[src/rtl/xosera_bus_sync.sv]
// xosera_bus_sync: host-bus front end for the Xosera register file.
// Synchronises the asynchronous 68k-style bus into the pixel clock, filters
// chip-select glitches, emits one strobe per bus cycle, assembles byte writes
// into 16-bit words and serves read words back out a byte at a time.
// Optional feature macro: BUS_ORDER_CHECK_EN (sticky even/odd write ordering error).
//
// state   | meaning
// IDLE    | waiting for cs_n to be seen low for FILTER_CYCLES synced cycles
// ACTIVE  | single cycle: issue the write or read strobe
// RELEASE | waiting for cs_n to be seen high for FILTER_CYCLES synced cycles
module xosera_bus_sync #(
    parameter int SYNC_STAGES   = 2,
    parameter int FILTER_CYCLES = 2
) (
    input  logic        clk,
    input  logic        reset_n_i,
    input  logic        bus_cs_n_i,
    input  logic        bus_rd_nwr_i,
    input  logic        bus_bytesel_i,
    input  logic [3:0]  bus_reg_num_i,
    input  logic [7:0]  bus_data_i,
    output logic        wr_strobe_o,
    output logic        rd_strobe_o,
    output logic [3:0]  reg_num_o,
    output logic        bytesel_o,
    output logic [7:0]  data_o,
    output logic [15:0] word_o,
    input  logic [15:0] rd_data_i,
    output logic [7:0]  bus_data_o,
    output logic        bus_err_o
);

    typedef enum logic [1:0] {IDLE, ACTIVE, RELEASE} state_t;

    // Packed bus bundle: {cs_n, rd_nwr, bytesel, reg_num[3:0], data[7:0]}
    localparam int              W          = 15;
    localparam logic [W-1:0]    SYNC_RST   = 15'h4000;
    localparam logic [2:0]      FILTER_CNT = 3'(FILTER_CYCLES);
    localparam logic [1:0]      FLUSH_INIT = 2'(SYNC_STAGES);

    logic [W-1:0] sync_q [SYNC_STAGES];
    logic [W-1:0] sync_d [SYNC_STAGES];
    logic [W-1:0] bus_s;
    logic         s_cs_n;

    state_t       state_q, state_d;
    logic [2:0]   cnt_q, cnt_d, cnt_inc;
    logic [1:0]   flush_q, flush_d;
    logic         capture;

    logic         wr_strobe_q, wr_strobe_d;
    logic         rd_strobe_q, rd_strobe_d;
    logic [3:0]   reg_num_q, reg_num_d;
    logic         bytesel_q, bytesel_d;
    logic [7:0]   data_q, data_d;
    logic         rd_nwr_q, rd_nwr_d;
    logic [7:0]   even_latch_q, even_latch_d;
    logic [7:0]   read_latch_q, read_latch_d;
    logic [7:0]   bus_data_q, bus_data_d;

    // Synchroniser chain: shift the raw bundle one stage per clock
    always_comb begin
        sync_d[0] = {bus_cs_n_i, bus_rd_nwr_i, bus_bytesel_i, bus_reg_num_i, bus_data_i};
        for (int i = 1; i < SYNC_STAGES; i++) begin
            sync_d[i] = sync_q[i-1];
        end
    end

    assign bus_s  = sync_q[SYNC_STAGES-1];
    assign s_cs_n = bus_s[14];

    // Synchroniser registers; cs_n resets high so the bus looks released
    always_ff @(posedge clk or negedge reset_n_i) begin
        if (!reset_n_i) begin
            for (int i = 0; i < SYNC_STAGES; i++) sync_q[i] <= SYNC_RST;
        end else begin
            for (int i = 0; i < SYNC_STAGES; i++) sync_q[i] <= sync_d[i];
        end
    end

    // The reset value of the chain is not a real observation of cs_n, so the
    // release filter ignores the first SYNC_STAGES cycles after reset.
    assign flush_d = (flush_q != 2'd0) ? flush_q - 2'd1 : flush_q;
    assign cnt_inc = cnt_q + 3'd1;

    // FSM next state and level filter counter
    always_comb begin
        state_d = state_q;
        cnt_d   = cnt_q;
        capture = 1'b0;
        case (state_q)
            IDLE: begin
                if (s_cs_n) begin
                    cnt_d = 3'd0;
                end else if (cnt_inc == FILTER_CNT) begin
                    cnt_d   = 3'd0;
                    state_d = ACTIVE;
                    capture = 1'b1;
                end else begin
                    cnt_d = cnt_inc;
                end
            end
            ACTIVE: begin
                cnt_d   = 3'd0;
                state_d = RELEASE;
            end
            RELEASE: begin
                if (!s_cs_n || flush_q != 2'd0) begin
                    cnt_d = 3'd0;
                end else if (cnt_inc == FILTER_CNT) begin
                    cnt_d   = 3'd0;
                    state_d = IDLE;
                end else begin
                    cnt_d = cnt_inc;
                end
            end
            default: begin
                cnt_d   = 3'd0;
                state_d = RELEASE;
            end
        endcase
    end

    // Capture, strobes, byte assembly and read byte steering
    always_comb begin
        reg_num_d    = reg_num_q;
        bytesel_d    = bytesel_q;
        data_d       = data_q;
        rd_nwr_d     = rd_nwr_q;
        even_latch_d = even_latch_q;
        read_latch_d = read_latch_q;
        bus_data_d   = bus_data_q;
        wr_strobe_d  = (state_q == ACTIVE) && !rd_nwr_q;
        rd_strobe_d  = (state_q == ACTIVE) && rd_nwr_q;
        if (capture) begin
            rd_nwr_d  = bus_s[13];
            bytesel_d = bus_s[12];
            reg_num_d = bus_s[11:8];
            data_d    = bus_s[7:0];
        end
        if (wr_strobe_q && !bytesel_q) begin
            even_latch_d = data_q;
        end
        if (rd_strobe_q) begin
            if (!bytesel_q) begin
                read_latch_d = rd_data_i[7:0];
                bus_data_d   = rd_data_i[15:8];
            end else begin
                bus_data_d   = read_latch_q;
            end
        end
    end

    // State and output registers
    always_ff @(posedge clk or negedge reset_n_i) begin
        if (!reset_n_i) begin
            state_q      <= RELEASE;
            cnt_q        <= 3'd0;
            flush_q      <= FLUSH_INIT;
            wr_strobe_q  <= 1'b0;
            rd_strobe_q  <= 1'b0;
            reg_num_q    <= 4'd0;
            bytesel_q    <= 1'b0;
            data_q       <= 8'd0;
            rd_nwr_q     <= 1'b0;
            even_latch_q <= 8'd0;
            read_latch_q <= 8'd0;
            bus_data_q   <= 8'd0;
        end else begin
            state_q      <= state_d;
            cnt_q        <= cnt_d;
            flush_q      <= flush_d;
            wr_strobe_q  <= wr_strobe_d;
            rd_strobe_q  <= rd_strobe_d;
            reg_num_q    <= reg_num_d;
            bytesel_q    <= bytesel_d;
            data_q       <= data_d;
            rd_nwr_q     <= rd_nwr_d;
            even_latch_q <= even_latch_d;
            read_latch_q <= read_latch_d;
            bus_data_q   <= bus_data_d;
        end
    end

    assign wr_strobe_o = wr_strobe_q;
    assign rd_strobe_o = rd_strobe_q;
    assign reg_num_o   = reg_num_q;
    assign bytesel_o   = bytesel_q;
    assign data_o      = data_q;
    assign word_o      = {even_latch_q, data_q};
    assign bus_data_o  = bus_data_q;

`ifdef BUS_ORDER_CHECK_EN
    logic       pend_even_q, pend_even_d;
    logic [3:0] even_reg_q, even_reg_d;
    logic       err_q, err_d;

    // Track the pending even write; flag odd writes that don't pair with it
    always_comb begin
        pend_even_d = pend_even_q;
        even_reg_d  = even_reg_q;
        err_d       = err_q;
        if (wr_strobe_q) begin
            if (!bytesel_q) begin
                pend_even_d = 1'b1;
                even_reg_d  = reg_num_q;
            end else begin
                if (!pend_even_q || (reg_num_q != even_reg_q)) err_d = 1'b1;
                pend_even_d = 1'b0;
            end
        end
    end

    // Ordering tracker registers; error is sticky until reset
    always_ff @(posedge clk or negedge reset_n_i) begin
        if (!reset_n_i) begin
            pend_even_q <= 1'b0;
            even_reg_q  <= 4'd0;
            err_q       <= 1'b0;
        end else begin
            pend_even_q <= pend_even_d;
            even_reg_q  <= even_reg_d;
            err_q       <= err_d;
        end
    end

    assign bus_err_o = err_q;
`else
    assign bus_err_o = 1'b0;
`endif

endmodule

[config.mk]
export PLATFORM = sky130hd
export DESIGN_NAME = xosera_bus_sync
export DESIGN_NICKNAME = d
export VERILOG_FILES = /design/src/rtl/xosera_bus_sync.sv
export SDC_FILE = /design/constraint.sdc
export NUM_CORES = 1
export LEC_CHECK = 0
export ABC_AREA = 1
export BUFFER_PORTS_ARGS = -buffer_cell sky130_fd_sc_hd__buf_2
export CORE_UTILIZATION = 23
export DETAILED_ROUTE_END_ITERATION = 10
export PLACE_DENSITY_LB_ADDON = 0.05
export SYNTH_ARGS = -nofsm -noshare
export SYNTH_HDL_FRONTEND = slang
export SYNTH_SLANG_ARGS = --single-unit
[constraint.sdc]
create_clock -name clk -period 1.3 [get_ports clk]
set_input_delay 0.195 -clock clk [delete_from_list [all_inputs] [get_ports clk]]
set_output_delay 0.195 -clock clk [all_outputs]
set_load 0.005 [all_outputs]
# Yosys cells after proc, flatten, opt, wreduce, memory -nomap -nowiden
# Index checks and enable logic that the tools add are counted.
[totals]
reg_bits = 77
in_bits = 33
output_inout_bits = 40
elab_cells = 48
[classes]
add_sub_neg = 2
n_eq_ne = 7
n_mux = 13
n_bitwise = 1
reduce_logical = 11
[op_table]
columns = ["cell", "count"]
rows = [
  ["2-to-1 mux 3 bit", 3],
  ["2-to-1 mux 2 bit", 4],
  ["2-to-1 mux 8 bit", 1],
  ["inequality test 2 bit, second input constant", 4],
  ["case mux 3 bit (2 select lines)", 1],
  ["case mux 2 bit (2 select lines)", 1],
  ["AND reduction 4 bit", 1],
  ["adder 3 x 1 -> 3 bit, second input constant", 1],
  ["== test 3 x 2 -> 1 bit, second input constant", 1],
  ["logical AND 1 bit", 3],
  ["zero test 1 bit", 3],
  ["2-to-1 mux 1 bit", 3],
  ["== test 2 x 1 -> 1 bit, second input constant", 1],
  ["== test 2 bit, second input constant", 1],
  ["zero test 2 bit", 1],
  ["AND reduction 2 bit", 1],
  ["nonzero test 2 bit", 1],
  ["subtractor 2 x 1 -> 2 bit, second input constant", 1],
  ["logical OR 1 bit", 1],
  ["inverter 1 bit", 1],
]

# Longest topological paths before layout
# Gate-level depths: netlist of run 1.
[logic_depth]
word_depth = 5
depth_mapped = 8
mapped_depth_nobuf = 7

# Worst setup path after synthesis of run 1
# OpenSTA, ideal clock, no wires.
[synth_timing]
path_type = "register to register"
start = "register cnt_q[0]"
end = "register data_q[0] (netlist: data_o[0])"
setup_ns = 0.116
t_arrival_ns = 1.125
path_slack_ns = 0.058
path_stages_with_launch = 9
path_buffers = 1
synth_period_minus_slack_ns = 1.242
cell_sequence = "dfrtp_1 -> ha_1 -> inv_1 -> nand2_1 -> nand2_1 -> nand3_4 -> buf_6 -> nand2_1 -> nand2_1"
[synth_via]
elab_chain_cells = 5
[synth_lines]
columns = ["element", "line", "text"]
rows = [
  ["start: declaration", "47", "logic [2:0] cnt_q, cnt_d, cnt_inc;"],
  ["start signal: assignment", "171", "cnt_q <= cnt_d;"],
  ["adder 3 x 1 -> 3 bit", "84", "assign cnt_inc = cnt_q + 3'd1;"],
  ["== test 3 x 2 -> 1 bit", "95", "end else if (cnt_inc == FILTER_CNT) begin"],
  ["2-to-1 mux 1 bit", "95", ""],
  ["2-to-1 mux 1 bit", "93", "if (s_cs_n) begin"],
  ["2-to-1 mux 1 bit", "91", "case (state_q)"],
  ["end signal: assignment", "177", "data_q <= data_d;"],
  ["end: declaration", "55", "logic [7:0] data_q, data_d;"],
]
# Every way passes these cells.
# A chain may end at the register's enable or synchronous reset.

# Final worst setup path of run 1
[layout_timing]
start = "register cnt_q[1]"
end = "register reg_num_q[3] (netlist: reg_num_o[3])"
[layout_via]
elab_chain_cells = 5
[layout_lines]
columns = ["element", "line", "text"]
rows = [
  ["adder 3 x 1 -> 3 bit", "84", ""],
  ["== test 3 x 2 -> 1 bit", "95", ""],
  ["2-to-1 mux 1 bit", "95", ""],
  ["2-to-1 mux 1 bit", "93", ""],
  ["2-to-1 mux 1 bit", "91", ""],
  ["end signal: assignment", "175", "reg_num_q <= reg_num_d;"],
  ["end: declaration", "53", "logic [3:0] reg_num_q, reg_num_d;"],
]
# Every way passes these cells.

==> results of run 1 <==
[layout make-up]
type	count	area, um2
Timing Repair Buffer	104	708.2
Multi-Input combinational cell	154	762.0
Clock buffer	12	236.5
Clock inverter	4	73.82
Tap cell	143	178.9
Sequential cell	77	1933
Inverter	11	41.29
Fill cell	1200	7680
[metal layers]
| layer | vias up | routed length, um |
|---|---|---|
| met2 | 59 | 3064 |
| met4 | 0 | 128 |
| met3 | 10 | 362 |
| met5 | - | 0 |
| met1 | 951 | 3204 |
| li1 | 1005 | - |
[cell families (layout without fill, tap and decap cells)]
family | Yosys count | count (layout) | synth area share
AOI/OAI and AO/OA | 11 | 11 | 0.02336
xor gates and xnor gates | 1 | 1 | 0.003145
adders and majority gates | 3 | 3 | 0.01348
buffers and inverters | 29 | 131 | 0.05885
DFF | 77 | 77 | 0.6936
other | 1 | 1 | 0.001346
and+or+nand+nor | 137 | 138 | 0.2062
[worst max-delay path, delay by kind of cell (launching register included)]
kind	cells	cell delay (ns)
and+or+nand+nor	5	0.43
DFF	1	0.40
buffers and inverters	1	0.18
adders and majority gates	1	0.22
[registers in the layout, indices dropped and copies added (netlist names), 3 cells and up]
name,flops
reg_num_o,4
read_latch_q,8
even_latch_q,8
bus_data_o,8
sync_d,15
cnt_q,3
bus_s,15
data_o,8
[what timing repair did]
item | in CTS | in global routing
gates resized for setup | 3 | 21
hold buffers | 16 | 0
pin swaps | 3 | 9
setup endpoints to repair | 16 | 18
cloned | 1 | 1
endpoints found under the hold margin | 36 | 0
setup buffers | 2 | 1
[worst paths after layout]
path	start	to	slack (ns)	cells after the start
worst max register to register	cnt_q[1]	reg_num_o[3]	0.03	7
max in group asynchronous	reset_n_i	bus_data_o[2]	0.48	3
worst min-delay path	rd_data_i[0]	read_latch_q[0]	0.10	3
min in group asynchronous	reset_n_i	bus_s[1]	0.34	2
worst max-delay path	cnt_q[1]	reg_num_o[3]	0.03	7
worst min register to register	sync_d[11]	bus_s[11]	0.34	0
[cells in the final DEF (no fill, tap or decap), types with 4 or more instances in the layout]
cell	synthesis	final
buf_2	5	70
dlygate4sd3_1	0	16
clkbuf_16	0	10
a31oi_1	8	8
nand2_1	102	87
inv_1	9	8
nor2_1	11	11
dfrtp_1	73	72
dfstp_2	4	4
nand3_1	16	16
nand2_2	1	15
buf_4	9	12
[stage by stage]
| step | TNS (ns) | hold WS, ns | power [uW] |
|---|---|---|---|
| floorplan | 0 | -0.1006 | 4528 |
| global placement | -0.4409 | 0.1598 | 5356 |
| detailed placement | -1.153 | 0.1593 | 5361 |
| CTS | 0 | 0.09335 | 8225 |
| global route | -0.6537 | 0.1025 | 8746 |
| finish | 0 | 0.1045 | 8186 |
[cells in the mapped netlist]
master,number,area (um2)
xnor2_1,1,8.760
o21ai_0,1,5.000
nand4_1,1,6.260
inv_2,2,7.510
nand3_2,1,10.01
conb_1,1,3.750
nand3_1,16,80.08
buf_6,2,22.52
nor2_2,1,6.260
nor2_1,11,41.29
nor3_1,1,5.000
inv_1,9,33.78
a31oi_1,8,50.05
nor3b_1,1,7.510
ha_1,3,37.54
a21oi_1,2,10.01
nand2_2,1,6.260
clkbuf_1,2,7.510
nor2_4,1,11.26
buf_4,9,67.56
nand3_4,1,17.52
buf_2,5,25.02
nand2_1,102,382.9
dfstp_2,4,105.1
dfrtp_1,73,1827
[power by group]
group	internal, uW	switching [uW]
Clock	1680	958
Sequential	3000	402
Combinational	985	1160
Total	5670	2520
==> Implementation_results.wiki, run 1 <==
{| class="wikitable"
! Metric !! Value
|-
| Max-slew violation total from the final report || 0
|-
| Final core area utilization || 0.3387
|-
| Kind of start point of the critical path || flop
|-
| Outcome || finished with violations
|-
| Weighted congestion reported at the end of routability-driven placement || 0.7098
|-
| Met1 track demand over resource in global routing || 0.1524
|-
| Number of diodes added for antenna fixing || 0
|-
| H-tree depth || 3
|-
| Grt peak-use layer || met2
|-
| Required time worst endpoint || 1.58 ns
|-
| Max-cap viol count || 0
|-
| Average detailed-routed wire length per instance || 13.38 um
|-
| Avg Vias per Cell || 4.010
|-
| Cell type with the highest occurrence count on the critical path || nand2_1
|-
| Clock buffer depth || 2
|-
| Synth-to-layout area growth || 41.24%
|-
| Slowest Stage Delay on Critical Path || 0.40 ns
|-
| Synth Instances || 259
|-
| Placed cells || 468
|-
| Via count of the first global-routing pass || 2004
|-
| Vertical extent of the die || 112.0 um
|-
| Post-route fraction of the period consumed by the critical path || 0.9806
|-
| Unrepaired setup endpoints after global routing || true
|-
| Clk Latency, worst-skew pair || 0.33 ns
|-
| Met2 track demand over resource in global routing || 0.1739
|-
| Worst setup timing slack at the placement stage || -0.09226 ns
|-
| CTS tree || done
|-
| I/O pins || 73
|-
| Cell with the biggest individual delay on the critical path || dfrtp_1
|-
| Pwr dens || 2081 nW/um2
|-
| Sequential cell area fraction in the yosys report || 0.6936
|-
| Critical path data arrival time || 1.55 ns
|-
| Drt first pass iters || 7
|-
| Number of buffers inserted during clock tree synthesis || 9
|-
| Width of the chip || 112.0 um
|-
| Sum of routed wire length over all layers || 6.759 mm
|-
| Finish-stage setup viols || 0
|-
| Residual DRC count || 6
|-
| Sequence of cells on the critical path || ha_2, nand2_2, nand3_4, nor2_4, clkbuf_16, nand2_1, nand2_1
|-
| Worst clock skew || 0.005764 ns
|-
| Final cell count without fillers || 505
|-
| Aggregate global routing overflow || 0
|-
| Die Outline Area || 12550 um2
|-
| Cell area after synthesis || 2785 um2
|-
| Crit path max fanout || 7
|-
| Final-report hold violation count || 0
|-
| Largest net degree at the start of global routing || 29
|-
| GR Layer Usage met3 || 0.03564
|-
| Violations in the final reports || design-rule violations
|-
| Number of distinct library cells after synthesis || 25
|-
| Number of flip-flops and latches in the synthesized netlist || 77
|-
| Total number of clock tree sinks || 77
|-
| Wire length of the first global-routing pass || 10.83 mm
|-
| Type of element capturing the critical path || flop
|-
| Final worst slack || 0.02518 ns
|-
| GRT Total Usage || 0.1159
|-
| Final design area excluding fillers || 3934 um2
|-
| Post-detailed-placement cell area || 3322 um2
|-
| Worst hold path class || in2reg
|-
| Starting Density || 0.2398
|-
| Post-CTS clock slew at the launch and capture registers of the worst setup and hold paths || 0.06 ns
|-
| Starting DRC count in detailed routing || 78
|-
| Antenna viol nets, final || 0
|-
| Total leakage power || 0.001969 uW
|-
| Vias after detailed routing || 2025
|-
| Minimum period implied by the final worst setup slack || 1.275 ns
|-
| CTS root buf || clkbuf_16
|-
| Yosys warning count || 0
|-
| Maximum operating frequency || 784.4 MHz
|-
| # nets final || 393
|-
| Dpl hpwl || 4.278 mm
|-
| Average cell area after synthesis || 10.75 um2
|-
| Classification of the worst setup path || reg2reg
|-
| Max IR drop VDD || 831.2 uV
|-
| Layout cell share with drive strength beyond 1 || 0.3646
|-
| Initial antenna violation count || 0
|-
| PortBufs || 71
|-
| Core Footprint || 11610 um2
|-
| Number of nets in the synthesized netlist || 295
|-
| Rows || 39
|}
Power figures use the tool's default switching activity.
==> run 2: changes to the inputs <==
Settings changed: ABC_AREA 1 to unset, CORE_MARGIN set to 10.
==> Implementation_results.wiki, run 2 <==
{| class="wikitable"
! Metric !! Value
|-
| Critical path data arrival time || 1.74 ns
|-
| Layout cell share with drive strength beyond 1 || 0.5197
|-
| Total leakage power || 0.001891 uW
|-
| Area occupied by registers || 1934 um2
|-
| Drt first pass iters || 2
|-
| EDFF count, synth || 0
|-
| Minimum period implied by the final worst setup slack || 1.526 ns
|-
| Post-CTS clock slew at the launch and capture registers of the worst setup and hold paths || 0.06 ns
|-
| Average cell area after synthesis || 15.93 um2
|-
| Pwr dens || 2126 nW/um2
|-
| Post-route fraction of the period consumed by the critical path || 1.174
|-
| Mux contribution to synthesized area || 0.1639
|-
| H-tree depth || 3
|-
| Worst hold path class || in2reg
|-
| Initial antenna violation count || 0
|-
| Total number of clock tree sinks || 77
|-
| Unrepaired setup endpoints after global routing || true
|-
| Leading cell types by count after synthesis || dfrtp_1, mux2_2, nor2_1
|-
| Vertical extent of the die || 129.5 um
|-
| CTS root buf || clkbuf_16
|-
| Most area-consuming cells after synthesis || dfrtp_1, mux2_2, mux2_4
|-
| Synthesized-area fraction occupied by xor and xnor cells || 0.009079
|-
| Number of fill cells in the layout || 1138
|-
| Width of the chip || 129.5 um
|-
| Average detailed-routed wire length per instance || 14.12 um
|-
| Number of distinct library cells after synthesis || 28
|-
| Dpl hpwl || 4.376 mm
|-
| Area share of the largest cell type after synthesis || 0.6627
|-
| Adder-cell area share of the yosys netlist || 0.01362
|-
| Largest family of logic cells by synthesized area || multiplexers
|-
| Clk Latency, worst-skew pair || 0.33 ns
|-
| Number of nets in the synthesized netlist || 209
|-
| Worst clock skew || 0.004917 ns
|-
| Proportion of register bits with asynchronous set or reset after synthesis || 1.000
|-
| Most used cells in the layout excluding fill and tap cells || dfrtp_1, buf_2, mux2_2
|-
| Type of element capturing the critical path || flop
|-
| Number of diodes added for antenna fixing || 0
|-
| Maximum operating frequency || 655.1 MHz
|-
| Library cell with the highest instance count after synthesis || dfrtp_1
|-
| Antenna viol nets, final || 0
|-
| Required time worst endpoint || 1.51 ns
|-
| Weighted congestion reported at the end of routability-driven placement || 0.6992
|-
| Placed cells || 391
|-
| GRT Total Usage || 0.07601
|-
| Classification of the worst setup path || reg2reg
|-
| Starting DRC count in detailed routing || 47
|-
| Number of buffers inserted during clock tree synthesis || 9
|-
| Final-report hold violation count || 0
|-
| Sum of routed wire length over all layers || 5.958 mm
|-
| # nets final || 312
|-
| Number of flip-flops and latches in the synthesized netlist || 77
|-
| Finish-stage setup viols || 18
|-
| Max IR drop VDD || 917.2 uV
|-
| Kind of start point of the critical path || flop
|-
| Violations in the final reports || negative setup slack
|-
| Post-synth top area cell || dfrtp_1
|-
| Most common library cell in the layout ignoring fill and taps || dfrtp_1
|-
| Crit path max fanout || 8
|-
| Final worst slack || -0.2264 ns
|-
| Core Footprint || 11560 um2
|-
| Via count of the first global-routing pass || 1780
|-
| PortBufs || 71
|-
| Outcome || finished with violations
|-
| Hold Path Depth || 2
|-
| Synth-to-layout area growth || 41.90%
|-
| Area used by multi-input combinational logic || 750.7 um2
|-
| Synthesized-area fraction occupied by ao, oa, aoi and oai cells || 0.02678
|-
| R2R depth || 5
|-
| Clock buffer depth || 2
|-
| I/O pins || 73
|-
| Cell area after synthesis || 2756 um2
|-
| Sequential cell area fraction in the yosys report || 0.7009
|-
| Residual DRC count || 0
|-
| Max-slew violation total from the final report || 0
|-
| Largest net degree at the start of global routing || 27
|-
| Yosys warning count || 0
|-
| Wire length of the first global-routing pass || 9.777 mm
|-
| Simple logic cell fraction of the synthesized area || 0.04222
|-
| Aggregate global routing overflow || 0
|-
| CTS tree || done
|-
| Minimum hold slack || 0.1061 ns
|-
| Max-cap viol count || 0
|-
| Final cell count without fillers || 422
|-
| Rows || 39
|-
| Avg Vias per Cell || 3.820
|-
| Die Outline Area || 16760 um2
|-
| Worst setup timing slack at the placement stage || -0.2243 ns
|-
| Synth Instances || 173
|-
| Primary FF master, synth || dfrtp_1
|-
| Starting Density || 0.2383
|-
| Vias after detailed routing || 1612
|}
[run 2: changes by cell type in the layout (fill, tap and decap cells not counted), moves of 4 or more]
cell     previous run  this run
a21oi_1             2         9
a31oi_1             8         0
inv_1               8         4
mux2_2              0        21
mux2_4              0         9
mux2i_1             0         8
nand2_1            87         1
nand2_2            15         0
nand3_1            16         1
[run 2: kinds of logic (layout without fill, tap and decap cells)]
group,count (synthesis),count (layout)
DFF,77,77
xor gates and xnor gates,2,2
buffers and inverters,19,125
muxes,38,38
and+or+nand+nor,20,20
other,1,1
adders and majority gates,3,3
AOI/OAI and AO/OA,13,13
[run 2: path summary, 6_finish.rpt]
| check | endpoint | slack [ns] | startpoint |
|---|---|---|---|
| max in group asynchronous | state_q[0] | 0.50 | reset_n_i |
| setup reg to reg | reg_num_o[1] | -0.23 | cnt_q[0] |
| min in group asynchronous | read_latch_q[3] | 0.33 | reset_n_i |
| hold / removal | read_latch_q[1] | 0.11 | rd_data_i[1] |
| setup / recovery | reg_num_o[1] | -0.23 | cnt_q[0] |
| hold reg to reg | bus_s[6] | 0.34 | sync_d[6] |
[run 2: layer usage]
layer,up-vias,GRT usage,share of wire
li1,776,-,-
met1,786,0.09028,0.44
met2,42,0.1178,0.48
met3,8,0.03263,0.061
met4,0,0.03373,0.017
met5,-,0,0
[run 2: layout make-up]
cell class              instances  share of cell area
multi-input cells              77              0.1919
clock inverters                 5             0.01983
flip-flops and latches         77              0.4946
repair buffers                107              0.1865
well taps                     143             0.04575
clock buffers                   9             0.05758
inverters                       4            0.003839
[run 2: through the flow]
step | power (uW) | instance area [um2] | utilization | TNS (ns)
detailed placement | 5726 | 3408 | 0.2947 | -3.051
finish | 8317 | 3911 | 0.3382 | -3.127
floorplan | 4765 | 2788 | - | -2.420
global route | 8875 | 3911 | 0.3382 | -4.185
CTS | 8512 | 3905 | 0.3377 | -3.353
global placement | 5732 | 3408 | 0.2947 | -2.878
[run 2: what timing repair did]
item | CTS | global route
pin swaps | 1 | 2
hold buffers | 16 | 0
endpoints found under the setup margin | 16 | 20
gates resized for setup | 5 | 3
endpoints found under the hold margin | 33 | 0
setup buffers | 1 | 0
[run 2: critical path, cell delays in order, from the launching register on]
cell      delay [ns]
dfrtp_2         0.43
ha_4            0.18
xnor2_4         0.16
nand4b_4        0.16
buf_12          0.19
mux2_4          0.29
[run 2: report_power, final]
group / internal (uW) / switching [uW]
registers: 3060 / 409
clock network: 1650 / 922
logic: 1380 / 900
total: 6090 / 2230
